`src/rtl/mult8x8_seq_ctrl.sv`:
```
// rtl/mult8x8_seq_ctrl.sv - 8x8 unsigned multiplier built from one 4x4 product unit over four steps
// Valid/ready on both sides; outputs depend only on registered state.
module mult8x8_seq_ctrl (
  input  logic        clk,
  input  logic        rst_n,
  input  logic        in_valid,
  output logic        in_ready,
  input  logic [7:0]  a,
  input  logic [7:0]  b,
  output logic        out_valid,
  input  logic        out_ready,
  output logic [15:0] p,
  output logic        busy
);

  typedef enum logic [1:0] {
    IDLE = 2'd0,
    MUL  = 2'd1,
    DONE = 2'd2
  } state_t;

  state_t      state_q, state_d;
  logic [1:0]  step_q, step_d;
  logic [15:0] acc_q, acc_d;
  logic [7:0]  a_q, a_d;
  logic [7:0]  b_q, b_d;

  logic [3:0]  nib_a, nib_b;
  logic [7:0]  pp;
  logic [3:0]  shamt;
  logic [15:0] partial;

  // Step bit 0 picks the high multiplicand nibble, bit 1 the high multiplier nibble.
  always_comb begin
    nib_a   = step_q[0] ? a_q[7:4] : a_q[3:0];
    nib_b   = step_q[1] ? b_q[7:4] : b_q[3:0];
    pp      = {4'b0000, nib_a} * {4'b0000, nib_b};
    case (step_q)
      2'd0:    shamt = 4'd0;
      2'd3:    shamt = 4'd8;
      default: shamt = 4'd4;
    endcase
    partial = {8'h00, pp} << shamt;
  end

  always_comb begin
    state_d = state_q;
    step_d  = step_q;
    acc_d   = acc_q;
    a_d     = a_q;
    b_d     = b_q;
    case (state_q)
      IDLE: begin
        if (in_valid) begin
          a_d     = a;
          b_d     = b;
          acc_d   = 16'h0000;
          step_d  = 2'd0;
          state_d = MUL;
        end
      end
      MUL: begin
        acc_d  = acc_q + partial;
        step_d = step_q + 2'd1;
        if (step_q == 2'd3) begin
          state_d = DONE;
        end
      end
      DONE: begin
        if (out_ready) begin
          state_d = IDLE;
        end
      end
      default: begin
        state_d = IDLE;
        step_d  = 2'd0;
      end
    endcase
  end

  always_ff @(posedge clk) begin
    if (!rst_n) begin
      state_q <= IDLE;
      step_q  <= 2'd0;
      acc_q   <= 16'h0000;
      a_q     <= 8'h00;
      b_q     <= 8'h00;
    end else begin
      state_q <= state_d;
      step_q  <= step_d;
      acc_q   <= acc_d;
      a_q     <= a_d;
      b_q     <= b_d;
    end
  end

  always_comb begin
    in_ready  = (state_q == IDLE);
    out_valid = (state_q == DONE);
    busy      = (state_q != IDLE);
    p         = out_valid ? acc_q : 16'h0000;
  end

endmodule

```
`config.mk`:
```
export PLATFORM = sky130hd
export DESIGN_NAME = mult8x8_seq_ctrl
export DESIGN_NICKNAME = d
export VERILOG_FILES = /design/src/rtl/mult8x8_seq_ctrl.sv
export SDC_FILE = /design/constraint.sdc
export NUM_CORES = 1
export LEC_CHECK = 0
export CORE_AREA = 3 3 79 118
export CTS_BUF_LIST = sky130_fd_sc_hd__clkbuf_16
export DETAILED_ROUTE_END_ITERATION = 6
export DIE_AREA = 0 0 82 121
export DONT_BUFFER_PORTS = 1
export PLACE_DENSITY_LB_ADDON = 0.25
export SYNTH_ARGS = -nofsm -noshare
export SYNTH_HDL_FRONTEND = slang
export SYNTH_SLANG_ARGS = --single-unit
```
`constraint.sdc`:
```
create_clock -name clk -period 9.4 [get_ports clk]
set_clock_uncertainty 0.05 [all_clocks]
set_input_delay 1.41 -clock clk [delete_from_list [all_inputs] [get_ports clk]]
set_output_delay 1.41 -clock clk [all_outputs]
set_load 0.01 [all_outputs]
```
==> flow_metrics.py, run 1 <==
metrics = {
    "layout": {
        "layout_commonest_cell": "nand2_1",
        "syn_to_final_growth_pct": 7.07,
        "finalNonFillerCells": 456,
        "layout_common_cells": "nand2_1 (51), dfxtp_1 (36), ha_1 (29), nor2_1 (25), and2_1 (20)",
        "drive_above_1_share_pct": 6.59,
        "diodes": 0,
        "fin_util_pct": 36.7,
        "fillers": 902,
        "nets": 403,
    },
    "placed_design": {
        "gp_congestion": 0.857,
        "dp.cells": 449,
        "portBuffers": 0,
        "dp_hpwl_um": 5340,
    },
    "synth": {
        "netlist-cell-type-count": 53,
        "synthArstFlopShare_pct": 0,
        "synth.yosys.seq_area_share_pct": 25.0,
        "synth-main-ff-cell": "dfxtp_1",
        "syn_area_per_cell_um2": 8.08,
        "synth_warnings": 0,
        "synth_area_mm2": 0.00289,
        "synth_cells": 357,
        "syn-num-nets": 411,
        "synth_edf_count": 0,
        "ys_ff_latch": 36,
    },
    "worst_setup_path": {
        "crit_start": "step_q[0]",
        "crit_path_max_fanout": 7,
        "reg2reg_depth": 20,
        "crit_arrival_ps": 5540,
        "worstReg2RegEnd": "acc_q[12]",
        "required_ps": 9570,
        "endpoint_kind": "flop",
        "crit_type": "reg -> reg",
        "rrSetupSlack_ps": 4030,
        "start_kind": "flop",
        "cp-endpoint": "acc_q[12]",
        "crit-reg2reg-launch": "step_q[0]",
    },
    "clocking": {
        "htreeDepth": 2,
        "cts_setup_buffers": 0,
        "clk-insertion-delay-late_ps": 280,
        "cts_tree": "done",
        "clock_path_buffers": 2,
        "numCtsBuffers": 5,
        "post_cts_resized": 0,
        "clock_sinks": 36,
        "cts_root_buffer": "clkbuf_16",
        "clkSlewWorstSetupHoldPaths_ps": 60,
        "hold_buffers": 0,
    },
    "global_routing": {
        "antenna_found_initial": 0,
        "grt_pass1_wl_um": 11200,
        "globalRouteTotalUtil_pct": 14.2,
        "grt_max_degree": 31,
        "overflow": 0,
        "grt_pass1_vias": 2405,
    },
    "floorplan": {
        "die_h_um": 121,
        "core_mm2": 0.00841,
        "die_area_mm2": 0.00992,
        "row_count": 41,
        "ios": 39,
        "die_x_um": 82,
        "initial_core_util_pct": 34.3,
    },
    "sta": {
        "setup_viol": 0,
        "holdWs_ps": 412,
        "rsz0062_at_grt": "no",
        "worst_pin_slew_ps": 1140,
        "finalHoldViolCount": 0,
        "timing.fmax_mhz": 186,
        "post-route-min-period_ps": 5370,
        "relSlewSlack_pct": 23.5,
        "slew_viol_final": 0,
        "fin_crit_sh_pct": 57.1,
        "fin_tns_setup_ps": 0,
    },
    "detailed_routing": {
        "drtAntennaViolNets": 0,
        "vias": 2363,
        "vias_per_cell": 5.18,
        "wl_per_cell_um": 14.7,
        "wl_um": 6710,
        "dr.pass1.iters": 4,
        "route.detailed.drc": 0,
        "drt_iter0_drc": 101,
    },
    "run_status": {
        "status": "finished clean",
    },
    "power_and_ir_drop": {
        "p_total_uw": 362,
        "p_leak_uw": 0.00129,
        "ir_worst_vdd_mv": 0.0679,
        "power.density_mw_per_mm2": 117,
    },
    "flow_run": {
        "maxCapViolations": 0,
    },
    "hold_path": {
        "hold_path_class": "reg -> reg",
    },
}
==> metrics by stage <==
step | setup slack (ps) | cell area (µm²)
floorplan | 4380 | 2890
global placement | 4140 | 2950
detailed placement | 4050 | 2950
CTS | 4010 | 3090
global route | 3770 | 3090
finish | 4030 | 3090
==> registers in the layout (all words and copies together) (netlist names) <==
register	count
acc_q	16
b_q	8
step_q	2
a_q	8
state_q	2
==> power breakdown <==
part           internal (µW)  leakage [µW]  switching, µW  total, µW
clock                   96.2     0.0000657           65.5        162
sequential               158      0.000293           4.36        162
combinational           14.1      0.000929           23.4       37.5
==> cell usage after synthesis, types with 3 or more instances <==
| cell type | n | area, µm² |
|---|---|---|
| a21oi_1 | 13 | 65.1 |
| a21boi_0 | 18 | 135 |
| ha_1 | 29 | 363 |
| o21ai_0 | 16 | 80.1 |
| nor3_1 | 3 | 15.0 |
| o21bai_1 | 3 | 22.5 |
| nor2_1 | 25 | 93.8 |
| xnor2_1 | 6 | 52.6 |
| nand3_1 | 8 | 40.0 |
| fa_1 | 5 | 100 |
| xor2_1 | 8 | 70.1 |
| nand2_1 | 51 | 191 |
| a22oi_1 | 9 | 67.6 |
| and2_1 | 20 | 125 |
| dfxtp_1 | 36 | 721 |
| nand2b_1 | 3 | 18.8 |
| a21o_1 | 7 | 52.6 |
| inv_1 | 15 | 56.3 |
| nor2b_1 | 13 | 81.3 |
| nor3b_1 | 3 | 22.5 |
| clkbuf_1 | 12 | 45.0 |
| nand4_1 | 3 | 18.8 |
| mux2i_1 | 13 | 130 |
| or2_2 | 4 | 25.0 |
==> cells by family (layout without fill, tap and decap cells) <==
kind of cell	Yosys count	count (layout)	synth area share [%]
buf+inv	30	22	4.29
fa+ha+maj	34	34	16.0
xor+xnor	14	14	4.25
mux	15	15	5.29
compound gates	86	86	20.8
flops	36	36	25.0
simple gates	142	142	24.4
==> layout make-up <==
| type | instances | area (µm²) | share of cell area (%) |
|---|---|---|---|
| inverter | 15 | 56.3 | 1.82 |
| multi-input combinational | 291 | 2040 | 66.1 |
| sequential | 36 | 721 | 23.3 |
| clock buffer | 5 | 125 | 4.05 |
| clock inverter | 2 | 12.5 | 0.405 |
| tap | 107 | 134 | 4.33 |
==> worst min-delay path by stage <==
stage	cells after the start	from	to	slack [ps]
2_1_floorplan	2	acc_q[11]	acc_q[11]	390
3_3_place_gp	2	a_q[5]	a_q[5]	400
3_5_place_dp	2	a_q[5]	a_q[5]	410
4_1_cts	2	a_q[5]	a_q[5]	410
5_1_grt	2	a_q[5]	a_q[5]	440
6_report	2	a_q[5]	a_q[5]	410
==> metal layers <==
| metal | share of wire (%) | GRT usage (%) | vias to the layer above | wire (µm) |
|---|---|---|---|---|
| li1 | - | - | 1218 | - |
| met1 | 41 | 16.3 | 1098 | 2780 |
| met2 | 54 | 26.3 | 42 | 3650 |
| met3 | 3.1 | 2.60 | 5 | 211 |
| met4 | 0.98 | 3.74 | 0 | 66 |
| met5 | 0 | 0 | - | 0 |
==> critical path, stage by stage, from the launching register on <==
cell and delay, ps:
dfxtp_1 530, mux2i_1 180, or2_2 340, fa_1 540, inv_1 60, fa_1 490, ha_1 320, a211oi_1 230
nor2_1 110, o21a_1 180, nor2_1 100, xor2_1 230, mux2_2 190, nor2_1 40, ha_1 360, a21o_1 190
a21o_2 210, a21oi_1 200, o22ai_2 150, or4_1 490, nand3_1 90
Power figures use the tool's default switching activity.
==> inputs of run 2 (changes only) <==
clock period = 4.8 ns   (was 9.4 ns; I/O delays follow)
==> run 2 against run 1 <==
Net effect: clock power rose by 99%; worst setup slack got worse by 3900 ps; core utilization rose by 4.4 points; hold slack barely moved; largest power group is now clock.
==> flow_metrics.py, run 2 (synthesized netlist as in run 1, its figures left out) <==
metrics = {
    "floorplan": {
        "die_x_um": 82,
        "row_count": 41,
        "ios": 39,
        "initial_core_util_pct": 34.3,
        "die_h_um": 121,
        "die_area_mm2": 0.00992,
        "core_mm2": 0.00841,
    },
    "global_routing": {
        "grt_pass1_vias": 2430,
        "overflow": 0,
        "grt_pass1_wl_um": 11400,
        "antenna_found_initial": 0,
        "grt_max_degree": 31,
        "globalRouteTotalUtil_pct": 14.5,
    },
    "detailed_routing": {
        "route.detailed.drc": 0,
        "vias_per_cell": 5.18,
        "highest_layer": "met4",
        "wl_met3_um": 235,
        "vias": 2529,
        "wl_met2_um": 3730,
        "drt_iter0_drc": 100,
        "wl_per_cell_um": 14.3,
        "dr.pass1.iters": 6,
        "drtAntennaViolNets": 0,
        "wl_met1_um": 2840,
        "wl_um": 6960,
    },
    "layout": {
        "nets": 434,
        "layout_common_cells": "nand2_1 (51), dfxtp_1 (34), buf_4 (30), ha_1 (26), nor2_1 (23)",
        "fin_util_pct": 41.2,
        "largest_registers": "acc_q: 16 flops, a_q: 8 flops, b_q: 8 flops",
        "drive_above_1_share_pct": 21.5,
        "fin_area_mm2": 0.00346,
        "layout_commonest_cell": "nand2_1",
        "largest_reg_flops": 16,
        "diodes": 0,
        "largest-register": "acc_q",
        "syn_to_final_growth_pct": 20.0,
    },
    "placed_design": {
        "gp_congestion": 0.836,
        "dp_hpwl_um": 5490,
        "place_ws_ps": -65.5,
        "portBuffers": 0,
        "placed_cell_area_mm2": 0.00317,
    },
    "clocking": {
        "clkSlewWorstSetupHoldPaths_ps": 60,
        "htreeDepth": 2,
        "clk-insertion-delay-late_ps": 280,
        "numCtsBuffers": 5,
        "clock_path_buffers": 2,
        "cts_root_buffer": "clkbuf_16",
        "clock_sinks": 36,
        "cts_tree": "done",
    },
    "power_and_ir_drop": {
        "p_total_uw": 729,
        "ir_worst_vdd_mv": 0.158,
        "p_leak_uw": 0.00145,
        "power.density_mw_per_mm2": 211,
    },
    "worst_setup_path": {
        "crit_path_max_incr_delay_ps": 570,
        "endpoint_kind": "flop",
        "crit_path_max_fanout": 5,
        "reg2reg_depth": 21,
        "crit_start": "step_q[0]",
        "critPathMostFrequentCell": "inv_2",
        "crit_chain": "mux2i_2 > or2_4 > fa_1 > inv_2 > fa_2 > inv_2 > fa_2 > inv_2 > a21o_1 > a21oi_2 > xnor2_2 > mux2i_2 > nor2_1 > ha_1 > nand4_1 > a21oi_2 > and3b_2 > o31ai_2 > xnor2_1 > o21bai_1 > a22o_1",
        "critPathTopFamily": "adder cells",
        "critical_path_cell_count": 21,
        "start_kind": "flop",
        "cp-endpoint": "acc_q[15]",
        "worstReg2RegEnd": "acc_q[15]",
        "required_ps": 4920,
        "cp_slowest_cell": "fa_2",
        "crit_arrival_ps": 4830,
        "crit_buf_inv": 3,
        "crit_type": "reg -> reg",
        "crit-reg2reg-launch": "step_q[0]",
        "rrSetupSlack_ps": 90,
    },
    "sta": {
        "finalHoldViolCount": 0,
        "relSlewSlack_pct": 38.3,
        "worst_pin_slew_ps": 921,
        "rsz0062_at_grt": "yes",
        "post-route-min-period_ps": 4710,
        "slew_viol_final": 0,
        "setup_viol": 0,
        "timing.fmax_mhz": 212,
        "layout_setup_ws_ps": 93.6,
        "fin_crit_sh_pct": 98.1,
    },
    "run_status": {
        "status": "finished clean",
    },
    "flow_run": {
        "maxCapViolations": 0,
    },
    "hold_path": {
        "hold_path_class": "reg -> reg",
    },
}
run 2: worst min-delay path by stage:
stage               depth (start not counted)        end      start  slack [ps]
floorplan                                   2  acc_q[11]  acc_q[11]         390
global placement                            2     a_q[7]     a_q[7]         400
detailed placement                          2     a_q[6]     a_q[6]         410
CTS                                         2     a_q[6]     a_q[6]         420
global route                                2     b_q[7]     b_q[7]         420
finish                                      2     b_q[7]     b_q[7]         410
run 2: worst register-to-register path, stage by stage, from the launching register on:
cell and delay [ps]:
dfxtp_4 370, mux2i_2 160, or2_4 260, fa_1 550, inv_2 40, fa_2 570
inv_2 50, fa_2 340, inv_2 50, a21o_1 110, a21oi_2 70, xnor2_2 170
mux2i_2 220, nor2_1 90, ha_1 320, nand4_1 100, a21oi_2 110, and3b_2 250
o31ai_2 270, xnor2_1 170, o21bai_1 80, a22o_1 200
run 2: final cells by class:
type | instances | area, µm²
clock buffer | 5 | 125
clock inverter | 3 | 18.8
fill | 873 | 4950
inverter | 15 | 56.3
multi-input combinational | 291 | 2160
sequential | 36 | 728
tap | 107 | 134
timing repair buffer | 31 | 236
run 2: through the flow:
stage / hold slack (ps) / std cells / setup TNS [ps]
after floorplan: 392 / 357 / 0
after global placement: 399 / 476 / -42.4
after detailed placement: 408 / 476 / -135
after CTS: 416 / 485 / 0
after global routing: 424 / 488 / -247
final: 412 / 488 / 0
run 2: routing by layer:
| layer | up-vias | GRT usage, % |
|---|---|---|
| met2 | 44 | 26.2 |
| li1 | 1281 | - |
| met4 | 0 | 5.20 |
| met5 | - | 0 |
| met3 | 10 | 2.67 |
| met1 | 1194 | 16.4 |
run 2: timing repair:
| item | CTS | global route |
|---|---|---|
| hold buffers | 0 | 0 |
| endpoints found under the setup margin | 4 | 9 |
| gates resized for setup | 3 | 34 |
| pin swaps | 0 | 23 |
| buffers inserted | 1 | 3 |
| endpoints found under the hold margin | 0 | 0 |
run 2: power breakdown:
| part | switching (µW) | leakage, µW | internal [µW] |
|---|---|---|---|
| combinational | 50.5 | 0.00109 | 38.6 |
| sequential | 8.16 | 0.000294 | 309 |
| clock | 132 | 0.0000635 | 190 |
| total | 191 | 0.00145 | 538 |
==> inputs of run 3 (changes only) <==
PLACE_DENSITY_LB_ADDON = 0.08   (was 0.25)
==> run 3 against run 2 <==
Net effect: power about the same; clock power hardly changed; global-route usage grew 2.4 points; first-iteration DRC count down 20%; sequential cell count stayed put; final cell count grew 4.3%; largest cell class unchanged.
==> flow_metrics.py, run 3 (synthesized netlist as in run 1, its figures left out) <==
metrics = {
    "run_status": {
        "status": "finished clean",
    },
    "sta": {
        "rsz0062_at_grt": "yes",
        "fin_crit_sh_pct": 98.4,
        "post-route-min-period_ps": 4720,
        "timing.fmax_mhz": 212,
        "worst_pin_slew_ps": 993,
        "slew_viol_final": 0,
        "setup_viol": 0,
        "relSlewSlack_pct": 33.6,
        "finalHoldViolCount": 0,
    },
    "power_and_ir_drop": {
        "ir_worst_vdd_mv": 0.195,
        "power.density_mw_per_mm2": 201,
        "p_leak_uw": 0.00158,
    },
    "layout": {
        "diodes": 0,
        "layout_common_cells": "nand2_1 (51), buf_4 (50), dfxtp_1 (34), ha_1 (26), nor2_1 (23)",
        "layout_commonest_cell": "nand2_1",
        "largest_reg_flops": 16,
        "fin_util_pct": 43.0,
        "nets": 455,
        "largest_registers": "acc_q: 16 flops, a_q: 8 flops, b_q: 8 flops",
        "drive_above_1_share_pct": 24.1,
        "fillers": 875,
        "largest-register": "acc_q",
        "finalNonFillerCells": 509,
        "syn_to_final_growth_pct": 25.5,
    },
    "detailed_routing": {
        "vias": 2570,
        "dr.pass1.iters": 4,
        "drtAntennaViolNets": 0,
        "vias_per_cell": 5.05,
        "wl_um": 7710,
        "route.detailed.drc": 0,
        "wl_per_cell_um": 15.1,
        "drt_iter0_drc": 80,
    },
    "floorplan": {
        "die_h_um": 121,
        "initial_core_util_pct": 34.3,
        "ios": 39,
        "die_area_mm2": 0.00992,
        "core_mm2": 0.00841,
        "die_x_um": 82,
        "row_count": 41,
    },
    "worst_setup_path": {
        "crit_chain": "mux2i_1 > or2_2 > fa_1 > inv_2 > fa_2 > ha_4 > a211oi_2 > nor2_1 > o21a_1 > nor2_2 > xor2_2 > mux2_4 > nor2_4 > ha_4 > a21o_1 > a21o_2 > a21oi_4 > o22ai_2 > or4_1 > nand3_1",
        "start_kind": "flop",
        "crit_path_max_incr_delay_ps": 600,
        "cp_slowest_cell": "fa_2",
        "critPathMostFrequentCell": "ha_4",
        "endpoint_kind": "flop",
        "crit_buf_inv": 1,
        "critPathTopFamily": "adder cells",
        "crit_arrival_ps": 4910,
        "crit_type": "reg -> reg",
        "required_ps": 4990,
        "crit_path_max_fanout": 5,
    },
    "clocking": {
        "clkSlewWorstSetupHoldPaths_ps": 60,
        "cts_tree": "done",
        "htreeDepth": 2,
        "clock_path_buffers": 2,
        "hold_buffers": 0,
        "numCtsBuffers": 5,
        "cts_root_buffer": "clkbuf_16",
        "clock_sinks": 36,
        "clk-insertion-delay-late_ps": 290,
    },
    "global_routing": {
        "grt_max_degree": 31,
        "grt_pass1_wl_um": 12700,
        "globalRouteTotalUtil_pct": 16.9,
        "overflow": 0,
        "antenna_found_initial": 0,
        "grt_pass1_vias": 2672,
    },
    "placed_design": {
        "dp.cells": 492,
        "portBuffers": 0,
        "gp_congestion": 0.823,
        "dp_hpwl_um": 6140,
    },
    "hold_path": {
        "hold_path_class": "reg -> reg",
    },
    "flow_run": {
        "maxCapViolations": 0,
    },
}
[run 3: cell types whose count changed in the layout (fill, tap and decap cells not counted), moves of 2 or more]
cell,before,now
a21oi_2,6,3
buf_4,30,50
a21oi_1,8,10
clkinvlp_4,2,0
inv_1,12,15
mux2i_2,4,0
mux2i_1,9,12
[run 3: per-layer routing]
metal | vias to the layer above | global-route usage [%] | routed length, µm
met5 | - | 0 | 0
met4 | 0 | 6.86 | 197
met3 | 13 | 3.12 | 241
met2 | 39 | 33.5 | 4410
met1 | 1193 | 16.1 | 2860
li1 | 1325 | - | -
[run 3: metrics by stage]
| stage | hold WS [ps] | power, µW | TNS [ps] | area, µm² | worst slack (ps) |
|---|---|---|---|---|---|
| CTS | 415 | 741 | 0 | 3540 | 25.9 |
| global placement | 401 | 412 | -839 | 3290 | -256 |
| global route | 438 | 769 | -816 | 3620 | -171 |
| floorplan | 392 | 387 | 0 | 2910 | 16.1 |
| finish | 410 | 729 | 0 | 3620 | 76.6 |
| detailed placement | 407 | 413 | -1100 | 3290 | -273 |
[run 3: path summary, 6_finish.rpt]
kind	from	end	slack, ps	cells past startpoint
setup reg to reg	step_q[0]	acc_q[12]	80	20
setup / recovery	step_q[0]	acc_q[12]	80	20
hold reg to reg	a_q[4]	a_q[4]	410	2
hold / removal	a_q[4]	a_q[4]	410	2
[run 3: final cells by class]
class	count	area [µm²]	share of cell area [%]
clock buffer	5	125	3.46
sequential	36	726	20.0
clock inverter	3	16.3	0.449
tap	107	134	3.70
timing repair buffer	52	398	11.0
multi-input combinational	291	2170	59.8
inverter	15	56.3	1.55
[run 3: report_power, final]
part	total [µW]	switching, µW	leakage (µW)	internal (µW)
clock	320	131	0.0000764	190
combinational	90.8	51.2	0.00121	39.6
sequential	318	8.54	0.000294	310
total	729	191	0.00158	539
[run 3: timing repair]
action / in CTS / in global routing
setup endpoints to repair: 7 / 7
setup buffers: 9 / 0
pin swaps: 11 / 11
gates resized for setup: 15 / 18
[run 3: worst min-delay path, cell delays in order, from the launching register on]
cell,delay (ps)
dfxtp_1,310
nand2_1,50
a21boi_0,60
